--- config.mk ---
export PLATFORM = sky130hd
export DESIGN_NAME = reg_writeback
export DESIGN_NICKNAME = d
export VERILOG_FILES = /design/src/rtl/reg_writeback_pkg.sv /design/src/rtl/wb_ld_fifo.sv /design/src/rtl/reg_writeback.sv
export SDC_FILE = /design/constraint.sdc
export NUM_CORES = 1
export LEC_CHECK = 0
export BUFFER_PORTS_ARGS = -buffer_cell sky130_fd_sc_hd__buf_4
export CAP_MARGIN = 30
export CORE_ASPECT_RATIO = 0.9
export CORE_MARGIN = 5
export CORE_UTILIZATION = 60
export DETAILED_ROUTE_END_ITERATION = 6
export PLACE_DENSITY = 0.85
export SYNTH_ARGS = -nofsm -noshare
export SYNTH_HDL_FRONTEND = slang
export SYNTH_SLANG_ARGS = --single-unit
export TNS_END_PERCENT = 30
--- constraint.sdc ---
create_clock -name i_clock -period 4.6 [get_ports i_clock]
set_clock_uncertainty 0.1 [all_clocks]
set_input_delay 0.23 -clock i_clock [delete_from_list [all_inputs] [get_ports i_clock]]
set_output_delay 0.23 -clock i_clock [all_outputs]
set_load 0.005 [all_outputs]
--- src/rtl/reg_writeback_pkg.sv ---
// Shared definitions for the register writeback block: regfile write-enable
// encoding, register address/data widths and the result record carried
// through the load buffer.
package reg_writeback_pkg;

  localparam int REG_ADDR_W = 5;
  localparam int REG_DATA_W = 32;

  // Same write-enable encoding the regfile decodes on its write port
  localparam logic REG_WRITE_EN  = 1'b1;
  localparam logic REG_WRITE_DIS = 1'b0;

  typedef logic [REG_ADDR_W-1:0] reg_addr_t;
  typedef logic [REG_DATA_W-1:0] reg_data_t;

  typedef struct packed {
    reg_addr_t rd;
    reg_data_t data;
  } wb_result_t;

  // Decode a destination register to a one-hot scoreboard mask; x0 never
  // produces a bit because it is hardwired to zero in the regfile
  function automatic logic [31:0] reg_onehot(input reg_addr_t rd);
    logic [31:0] mask;
    mask = 32'd1 << rd;
    mask[0] = 1'b0;
    return mask;
  endfunction

endpackage

--- src/rtl/wb_ld_fifo.sv ---
// Small synchronous FIFO buffering completed load results until they win the
// regfile write port. The head is read straight from storage, so an entry
// pushed at an edge can only be popped from the following cycle onwards.
module wb_ld_fifo
  import reg_writeback_pkg::*;
#(
  parameter int DEPTH = 2
) (
  input  logic       i_clock,
  input  logic       i_reset,
  input  logic       i_push,
  input  wb_result_t i_entry,
  input  logic       i_pop,
  output wb_result_t o_head,
  output logic       o_full,
  output logic       o_empty
);

  localparam int AW = (DEPTH > 1) ? $clog2(DEPTH) : 1;

  wb_result_t    mem [DEPTH];
  logic [AW-1:0] wr_ptr;
  logic [AW-1:0] rd_ptr;
  logic [AW:0]   count;
  logic          do_push;
  logic          do_pop;

  assign o_full  = (count == (AW+1)'(DEPTH));
  assign o_empty = (count == '0);

  // A full FIFO refuses a push even when the head is leaving this cycle
  assign do_push = i_push & ~o_full;
  assign do_pop  = i_pop & ~o_empty;
  assign o_head  = mem[rd_ptr];

  // Pointer and occupancy tracking; power-of-two depth lets pointers wrap naturally
  always_ff @(posedge i_clock) begin
    if (i_reset) begin
      wr_ptr <= '0;
      rd_ptr <= '0;
      count  <= '0;
    end else begin
      if (do_push) wr_ptr <= wr_ptr + 1'b1;
      if (do_pop)  rd_ptr <= rd_ptr + 1'b1;
      case ({do_push, do_pop})
        2'b10:   count <= count + 1'b1;
        2'b01:   count <= count - 1'b1;
        default: count <= count;
      endcase
    end
  end

  // Entry storage needs no reset; occupancy decides what is valid
  always_ff @(posedge i_clock) begin
    if (do_push) mem[wr_ptr] <= i_entry;
  end

endmodule

--- src/rtl/reg_writeback.sv ---
// Writeback arbiter for the single regfile write port. ALU results normally
// win; load results wait in a small FIFO and are forced through once the head
// has lost arbitration STARVE_LIMIT cycles in a row. A 32-bit pending-write
// scoreboard lets decode stall on RAW/WAW hazards against in-flight writes.
module reg_writeback
  import reg_writeback_pkg::*;
#(
  parameter int LD_FIFO_DEPTH = 2,
  parameter int STARVE_LIMIT  = 4
) (
  input  logic        i_clock,
  input  logic        i_reset,
  input  logic        i_issue_valid,
  input  logic        i_issue_wb,
  input  logic [4:0]  i_issue_rd,
  input  logic [4:0]  i_rs1,
  input  logic [4:0]  i_rs2,
  output logic        o_stall,
  input  logic        i_alu_valid,
  input  logic [4:0]  i_alu_rd,
  input  logic [31:0] i_alu_data,
  output logic        o_alu_ready,
  input  logic        i_ld_valid,
  input  logic [4:0]  i_ld_rd,
  input  logic [31:0] i_ld_data,
  output logic        o_ld_ready,
  output logic        o_readwrite,
  output logic [4:0]  o_writereg,
  output logic [31:0] o_writedata
);

  localparam int            SW         = $clog2(STARVE_LIMIT + 1);
  localparam logic [SW-1:0] STARVE_MAX = SW'(STARVE_LIMIT);

  logic [31:0]   pending;
  logic [SW-1:0] starve_cnt;

  wb_result_t    ld_entry;
  wb_result_t    ld_head;
  logic          ld_full;
  logic          ld_empty;

  logic          starved;
  logic          alu_win;
  logic          ld_win;
  logic          have_win;
  reg_addr_t     win_rd;
  reg_data_t     win_data;
  logic          issue_accept;
  logic [31:0]   set_mask;
  logic [31:0]   clr_mask;

  assign ld_entry   = '{rd: i_ld_rd, data: i_ld_data};
  assign o_ld_ready = ~ld_full;

  wb_ld_fifo #(
    .DEPTH (LD_FIFO_DEPTH)
  ) u_ld_fifo (
    .i_clock (i_clock),
    .i_reset (i_reset),
    .i_push  (i_ld_valid),
    .i_entry (ld_entry),
    .i_pop   (ld_win),
    .o_head  (ld_head),
    .o_full  (ld_full),
    .o_empty (ld_empty)
  );

  // Hazard check against outstanding writes; x0 sources and destinations never stall
  always_comb begin
    o_stall = i_issue_valid &
              (((i_rs1 != '0) & pending[i_rs1]) |
               ((i_rs2 != '0) & pending[i_rs2]) |
               (i_issue_wb & (i_issue_rd != '0) & pending[i_issue_rd]));
  end

  // Pick at most one source: ALU first unless the load head has waited too long
  always_comb begin
    starved     = (starve_cnt == STARVE_MAX);
    o_alu_ready = ~starved;
    alu_win     = i_alu_valid & ~starved;
    ld_win      = ~ld_empty & (starved | ~i_alu_valid);
    have_win    = alu_win | ld_win;
    win_rd      = ld_win ? ld_head.rd   : i_alu_rd;
    win_data    = ld_win ? ld_head.data : i_alu_data;
  end

  // Scoreboard update masks; x0 is filtered out inside reg_onehot
  always_comb begin
    issue_accept = i_issue_valid & i_issue_wb & ~o_stall;
    set_mask     = issue_accept ? reg_onehot(i_issue_rd) : '0;
    clr_mask     = have_win ? reg_onehot(win_rd) : '0;
  end

  // Pending bits clear as their write is registered; a same-edge reissue keeps the bit set
  always_ff @(posedge i_clock) begin
    if (i_reset) begin
      pending <= '0;
    end else begin
      pending <= (pending & ~clr_mask) | set_mask;
    end
  end

  // Count how long a waiting load head has been passed over, saturating at the limit
  always_ff @(posedge i_clock) begin
    if (i_reset) begin
      starve_cnt <= '0;
    end else if (ld_empty | ld_win) begin
      starve_cnt <= '0;
    end else if (starve_cnt != STARVE_MAX) begin
      starve_cnt <= starve_cnt + 1'b1;
    end
  end

  // Register the winning write for one cycle; writes to x0 are swallowed and address/data hold
  always_ff @(posedge i_clock) begin
    if (i_reset) begin
      o_readwrite <= REG_WRITE_DIS;
      o_writereg  <= '0;
      o_writedata <= '0;
    end else if (have_win && (win_rd != '0)) begin
      o_readwrite <= REG_WRITE_EN;
      o_writereg  <= win_rd;
      o_writedata <= win_data;
    end else begin
      o_readwrite <= REG_WRITE_DIS;
    end
  end

endmodule
=== After elaboration in Yosys (flattened, before gate mapping) ===
Memory sizes are Yosys's and may differ from the RTL's. A register that Yosys moved wholly into a read port is not among the register bits.
Index checks and enable logic that the tools add are counted.

* RAM bits: 74
* Memories kept: 1
* Output and inout port bits: 41
* Logic and storage cells: 72
* Input port bits: 95
* Register bits after elaboration: 77

* Add/sub/neg operators: 5
* Shift operators: 2
* Bitwise gates (word level): 24
* Mux-type cells: 16
* Equal/unequal tests: 5
* Order comparisons: 3
* Reduce and logical (&&, ||, !) cells: 8

{| class="wikitable"
|+ Memories
! memory !! depth !! bits a word !! read ports !! clocked after memory_dff !! wr ports !! RTL line !! source
|-
| u_ld_fifo.mem || 2 || 37 || 1 || 1 || 1 || wb_ld_fifo.sv:21 || <nowiki>wb_result_t mem [DEPTH];</nowiki>
|}

{| class="wikitable"
|+ Operator list
! cell !! number
|-
| $mux W32 || 3
|-
| $shl A1 B5 Y32 const A || 2
|-
| $and A32 B32 Y32 || 1
|-
| $not A32 Y32 || 1
|-
| $or A32 B32 Y32 || 1
|-
| $reduce_bool A5 Y1 || 4
|-
| $lt A5 B6 Y1 const B || 3
|-
| $bmux W1 S5 || 3
|-
| $and A1 B1 Y1 || 11
|-
| $mux W1 || 8
|-
| $mux W5 || 1
|-
| $not A1 Y1 || 5
|-
| $or A1 B1 Y1 || 5
|-
| $eq A2 B2 Y1 const B || 2
|-
| $pmux W2 S2 || 1
|-
| $add A3 B1 Y3 const B || 1
|-
| $eq A3 B3 Y1 const B || 1
|-
| $ne A3 B3 Y1 const B || 1
|-
| $add A1 B1 Y1 const B || 2
|-
| $add A2 B1 Y2 const B || 1
|-
| $eq A2 B1 Y1 const B || 1
|-
| $logic_not A2 Y1 || 1
|-
| $reduce_bool A2 Y1 || 1
|-
| $reduce_or A2 Y1 || 1
|-
| 2 further kinds || 2
|}

=== Longest topological paths before layout ===
* Depth in word-level cells: 10
* Depth in mapped cells: 11
* Depth with buffers taken out: 9

=== By module ===
Synthesis repeated with hierarchy kept, for this count alone.

* Cell total of the unflattened synthesis: 665
* Area total of the unflattened synthesis: 7380.8 sq um

{| class="wikitable"
|+ Modules (own cells, without submodules)
! module !! seq. area each (sq um) !! instances !! cells an instance !! area an instance (sq um)
|-
| reg_writeback || 1441.4 || 1 || 524 || 4498.1
|-
| wb_ld_fifo || 2322.2 || 1 || 141 || 2882.8
|}

=== Worst setup path after synthesis ===
Ideal clock, no wire load.

* Path type: reg2reg
* Start point: reg u_ld_fifo.count[0]
* End point: mem u_ld_fifo.mem[0][0] in the netlist's numbering (enable)
* Path buffers: 0
* Arrival: 2.218 ns
* Slack: 1.851 ns
* Cell stages (with the launch flop): 4
* Cell sequence: dfxtp_1 > nand2b_1 > nand2_1 > nor2_1

* Cells in the longest elaborated chain, start to end: 5

{| class="wikitable"
|+ RTL lines
! element !! RTL line !! source
|-
| from (decl) || wb_ld_fifo.sv:24 || <nowiki>logic [AW:0] count;</nowiki>
|-
| from (signal assigned) || wb_ld_fifo.sv:46 || <nowiki>2'b10: count <= count + 1'b1;</nowiki>
|-
| from (signal assigned) || wb_ld_fifo.sv:47 || <nowiki>2'b01: count <= count - 1'b1;</nowiki>
|-
| from (signal assigned) || wb_ld_fifo.sv:48 || <nowiki>default: count <= count;</nowiki>
|-
| $eq A2 B2 Y1 || wb_ld_fifo.sv:28 || <nowiki>assign o_full = (count == (AW+1)'(DEPTH));</nowiki>
|-
| $not A1 Y1 || n/a ||
|-
| named net o_ld_ready || reg_writeback.sv:26 || <nowiki>output logic o_ld_ready,</nowiki>
|-
| $and A1 B1 Y1 || wb_ld_fifo.sv:32 || <nowiki>assign do_push = i_push & ~o_full;</nowiki>
|-
| $mux W1 || wb_ld_fifo.sv:55 || <nowiki>if (do_push) mem[wr_ptr] <= i_entry;</nowiki>
|-
| $mux W1 (implied by the code) || wb_ld_fifo.sv:55 ||
|-
| to (decl) || wb_ld_fifo.sv:21 ||
|}

The timed path passes the listed nets, and every way through them passes these cells.

=== Worst setup path after layout ===
* Start point: reg pending[12]
* End point: out o_stall

* Cells in the longest elaborated chain, start to end: 6
* Elaborated cells on any way between the ends: 12
* Those cells by class: mux: 6; bitwise: 6

{| class="wikitable"
|+ RTL lines
! element !! RTL line !! source
|-
| from (decl) || reg_writeback.sv:35 || <nowiki>logic [31:0] pending;</nowiki>
|-
| from (signal assigned) || reg_writeback.sv:100 || <nowiki>pending <= (pending & ~clr_mask) | set_mask;</nowiki>
|-
| $bmux W1 S5, on equally long branches || reg_writeback.sv:72, reg_writeback.sv:73 ||
|-
| $mux W1, on equally long branches || reg_writeback.sv:72, reg_writeback.sv:73 ||
|-
| $and A1 B1 Y1, on equally long branches || reg_writeback.sv:72, reg_writeback.sv:73 ||
|-
| $or A1 B1 Y1 || reg_writeback.sv:72 || <nowiki>(((i_rs1 != '0) & pending[i_rs1]) |</nowiki>
|-
| $or A1 B1 Y1 * || reg_writeback.sv:73 || <nowiki>((i_rs2 != '0) & pending[i_rs2]) |</nowiki>
|-
| $and A1 B1 Y1 * || reg_writeback.sv:71 || <nowiki>o_stall = i_issue_valid &</nowiki>
|-
| to (decl) || reg_writeback.sv:18 || <nowiki>output logic o_stall,</nowiki>
|}

Mark *: on every way between the ends. The rest lies on a longest branch, timed or not. The select of a mux whose other input is x is not followed.

==> flow_summary.json <==
{
  "status": "finished, final reports clean",
  "nNetsFinal": 898,
  "io_buffers": 135,
  "clkTransAtPathRegs_ns": 0.06,
  "vias_per_cell": 6.17,
  "setup_viol": 0,
  "drc": 0,
  "fin_tns_setup_ns": 0,
  "crit_type": "flop to primary output",
  "ys_warn_count": 0,
  "combPwrFrac_pct": 29.0,
  "min_period_ns": 3.45,
  "path_max_fanout": 32,
  "io_pins": 136,
  "ant_nets": 0,
  "synth_common_cells": "85 x mux2i_1, 77 x dfxtp_1, 74 x edfxtp_1, 69 x o21ai_0, 59 x nor2_1",
  "synth_area_per_cell_um2": 11.1,
  "rr_endpoint": "pending[17]$_SDFF_PP0_",
  "r2r-start": "starve_cnt[0]$_SDFFE_PP0N_",
  "total_power_uw": 4500,
  "multi_input_area_um2": 3200,
  "top_usage_layer": "met2",
  "post-route-util_pct": 80.1,
  "critPathTopFamily": "simple AND/OR/NAND/NOR gates",
  "vdd_drop_max_mv": 0.365,
  "seq_area_um2": 3760,
  "crit_slowest_cell": "nand4_2",
  "post_cts_buffers": 0,
  "start_kind": "flop",
  "grt_max_degree": 79,
  "first_pass_iters": 5,
  "crit_path_end_kind": "primary output",
  "p_seq_share_pct": 40.0,
  "maxCapViolCount": 0,
  "synthFlopType": "dfxtp_1",
  "drive_gt1_share_pct": 25.5,
  "worstRegToRegCells": 10,
  "start_util_pct": 61.9,
  "die_w_um": 125,
  "hp-class": "primary input to flop",
  "ys_seq_area_share_pct": 52.5,
  "leakage_uw": 0.00375,
  "crit_end": "o_stall",
  "synth_cell_types": 53,
  "drt_iter0_markers": 530,
  "wl_per_cell_um": 20.0,
  "switching_share_pct": 31.6,
  "p_clk_share_pct": 31.0,
  "drt_wl_total_um": 19400,
  "crit_arrival_ns": 3.12,
  "hp-start": "i_alu_rd[4]",
  "area_growth_syn_to_layout_pct": 29.3,
  "gr-usage-met3_pct": 7.30,
  "synth_edf_count": 74,
  "p_per_area_nw_per_um2": 486,
  "coreArea_um2": 11600,
  "hold_slack_ns": 0.0441,
  "setup.worst_path.start": "pending[12]$_SDFF_PP0_",
  "met2_usage_pct": 45.4,
  "ys_ff_latch": 151,
  "clock_sinks": 151,
  "synth_top_cell_by_area": "edfxtp_1",
  "crit_top_cell": "mux4_2",
  "fmax_mhz": 290,
  "synth_area_um2": 7160,
  "worst-path-buf-inv": 1,
  "power.internal_uw": 3080,
  "synth_fp_nets": 742,
  "cts_made_buffers": 17,
  "rsz0062_at_grt": "no",
  "path_cells": "mux4_2, mux4_2, o22ai_2, nand4_2, and2_1, buf_4",
  "vias": 5979,
  "slew_viol_final": 0,
  "die_area_um2": 14200,
  "cts_tree": "built",
  "die_y_um": 114,
  "max_slew_margin_pct": 39.1,
  "final_hold_viol_count": 0,
  "grt_pass1_wl_um": 31000,
  "crit_cells": 6,
  "cts_buffer_depth": 2,
  "rows": 37,
  "grt_usage_pct": 27.4,
  "worst_pin_slew_ns": 0.913,
  "p_switching_uw": 1420,
  "synth_area_leaders": "edfxtp_1 31%, dfxtp_1 22%, mux2i_1 12%",
  "critPathMaxStageDelay_ns": 0.65,
  "grt_pass1_vias": 6069,
  "period_share_pct": 75.0,
  "syn_inst": 644,
  "nFillCells": 692,
  "async_flop_share_pct": 0,
  "antenna_cells": 0,
  "synth_top_cell_area_share_pct": 31.0,
  "rrSetupSlack_ns": 1.33,
  "clk_latency_ns": 0.42,
  "overflow": 0,
  "cts.htree.levels": 4,
  "synth_most_common_cell": "mux2i_1",
  "place.gp.congestion": 0.880,
  "dp_hpwl_um": 12900,
  "crit_required_ns": 4.27,
  "antenna_found_initial": 0,
  "use_met1_pct": 35.1,
  "clk_root_buffer_cell": "clkbuf_16"
}
==> metal layers <==
layer  vias to the layer above  share of wire [%]
li1                       2706                  -
met1                      2899                 40
met2                       333                 49
met3                        41                9.3
met4                         0                1.9
met5                         -                  0
==> cell type report <==
class                           count  area share, %
Clock inverter                     12           1.51
Multi-Input combinational cell    440           34.5
Clock buffer                       20           4.93
Inverter                           11          0.446
Timing Repair Buffer              179           15.9
Tap cell                          156           2.11
Sequential cell                   151           40.6
==> flip-flops by register name (all words and copies together) (netlist names), named ones only <==
name,flops
u_ld_fifo.mem,74
o_writedata,32
pending,31
o_writereg,5
starve_cnt,3
u_ld_fifo.count,2
o_readwrite,1
u_ld_fifo.rd_ptr,1
u_ld_fifo.wr_ptr,1
==> cell usage in the layout (no fill, tap or decap), types with 8 or more instances in the layout <==
master,instances
nor2_1,58
nand2_1,46
dfxtp_1,76
o21ai_0,69
dlygate4sd3_1,38
buf_4,139
inv_1,10
o31ai_1,28
mux4_2,16
edfxtp_1,74
a21oi_1,8
mux2i_1,85
nand3_1,9
clkbuf_16,17
a32oi_1,9
nor2b_1,38
==> worst min path at each step <==
stage	endpoint	slack (ns)	depth (start not counted)
after global routing	o_writereg[4]$_SDFFE_PP0P_	0.04	3
after CTS	o_writereg[4]$_SDFFE_PP0P_	0.02	3
after detailed placement	u_ld_fifo.mem[1][32]$_DFFE_PP_	0.32	1
final	o_writereg[4]$_SDFFE_PP0P_	0.04	3
after global placement	u_ld_fifo.mem[0][20]$_DFFE_PP_	0.32	1
after floorplan	u_ld_fifo.mem[0][0]$_DFFE_PP_	0.23	0
==> per-stage QoR <==
step / area (um2) / cells / worst slack, ns
5_1_grt: 9270 / 969 / 0.904
4_1_cts: 9270 / 969 / 1.12
3_3_place_gp: 8240 / 897 / 1.45
6_report: 9270 / 969 / 1.15
2_1_floorplan: 7160 / 644 / 1.85
3_5_place_dp: 8290 / 899 / 1.39
==> what timing repair did <==
action                                 4_1_cts  5_1_grt
resized for setup                            0        0
hold buffers                                38        0
endpoints found under the hold margin       75        0
==> logic make-up (layout without fill, tap and decap cells) <==
group                      Yosys count  count (layout)  synth area share [%]
AOI/OAI and AO/OA                  138             138                  12.2
xor gates and xnor gates             4               4                 0.489
adders and majority gates            3               3                 0.524
buffers and inverters               53             222                  3.16
DFF                                151             151                  52.5
muxes                              109             109                  18.4
and+or+nand+nor                    186             186                  12.7
==> worst reg2reg max path, delay by kind of cell (launching register included) <==
family / cells / cell delay [ns]
compound gates: 4 / 0.92
fa+ha+maj: 1 / 0.24
buf+inv: 3 / 1.10
flops: 1 / 0.35
simple gates: 2 / 0.42
==> power by group through the flow <==
stage          Sequential (uW)  Combinational, uW  Clock, uW
6_report                  1800               1310       1390
5_1_grt                   1820               1410       1480
4_1_cts                   1790               1290       1400
3_5_place_dp              1820               1250          0
3_3_place_gp              1800               1170          0
2_1_floorplan             1780                805          0
Power figures use the tool's default switching activity.
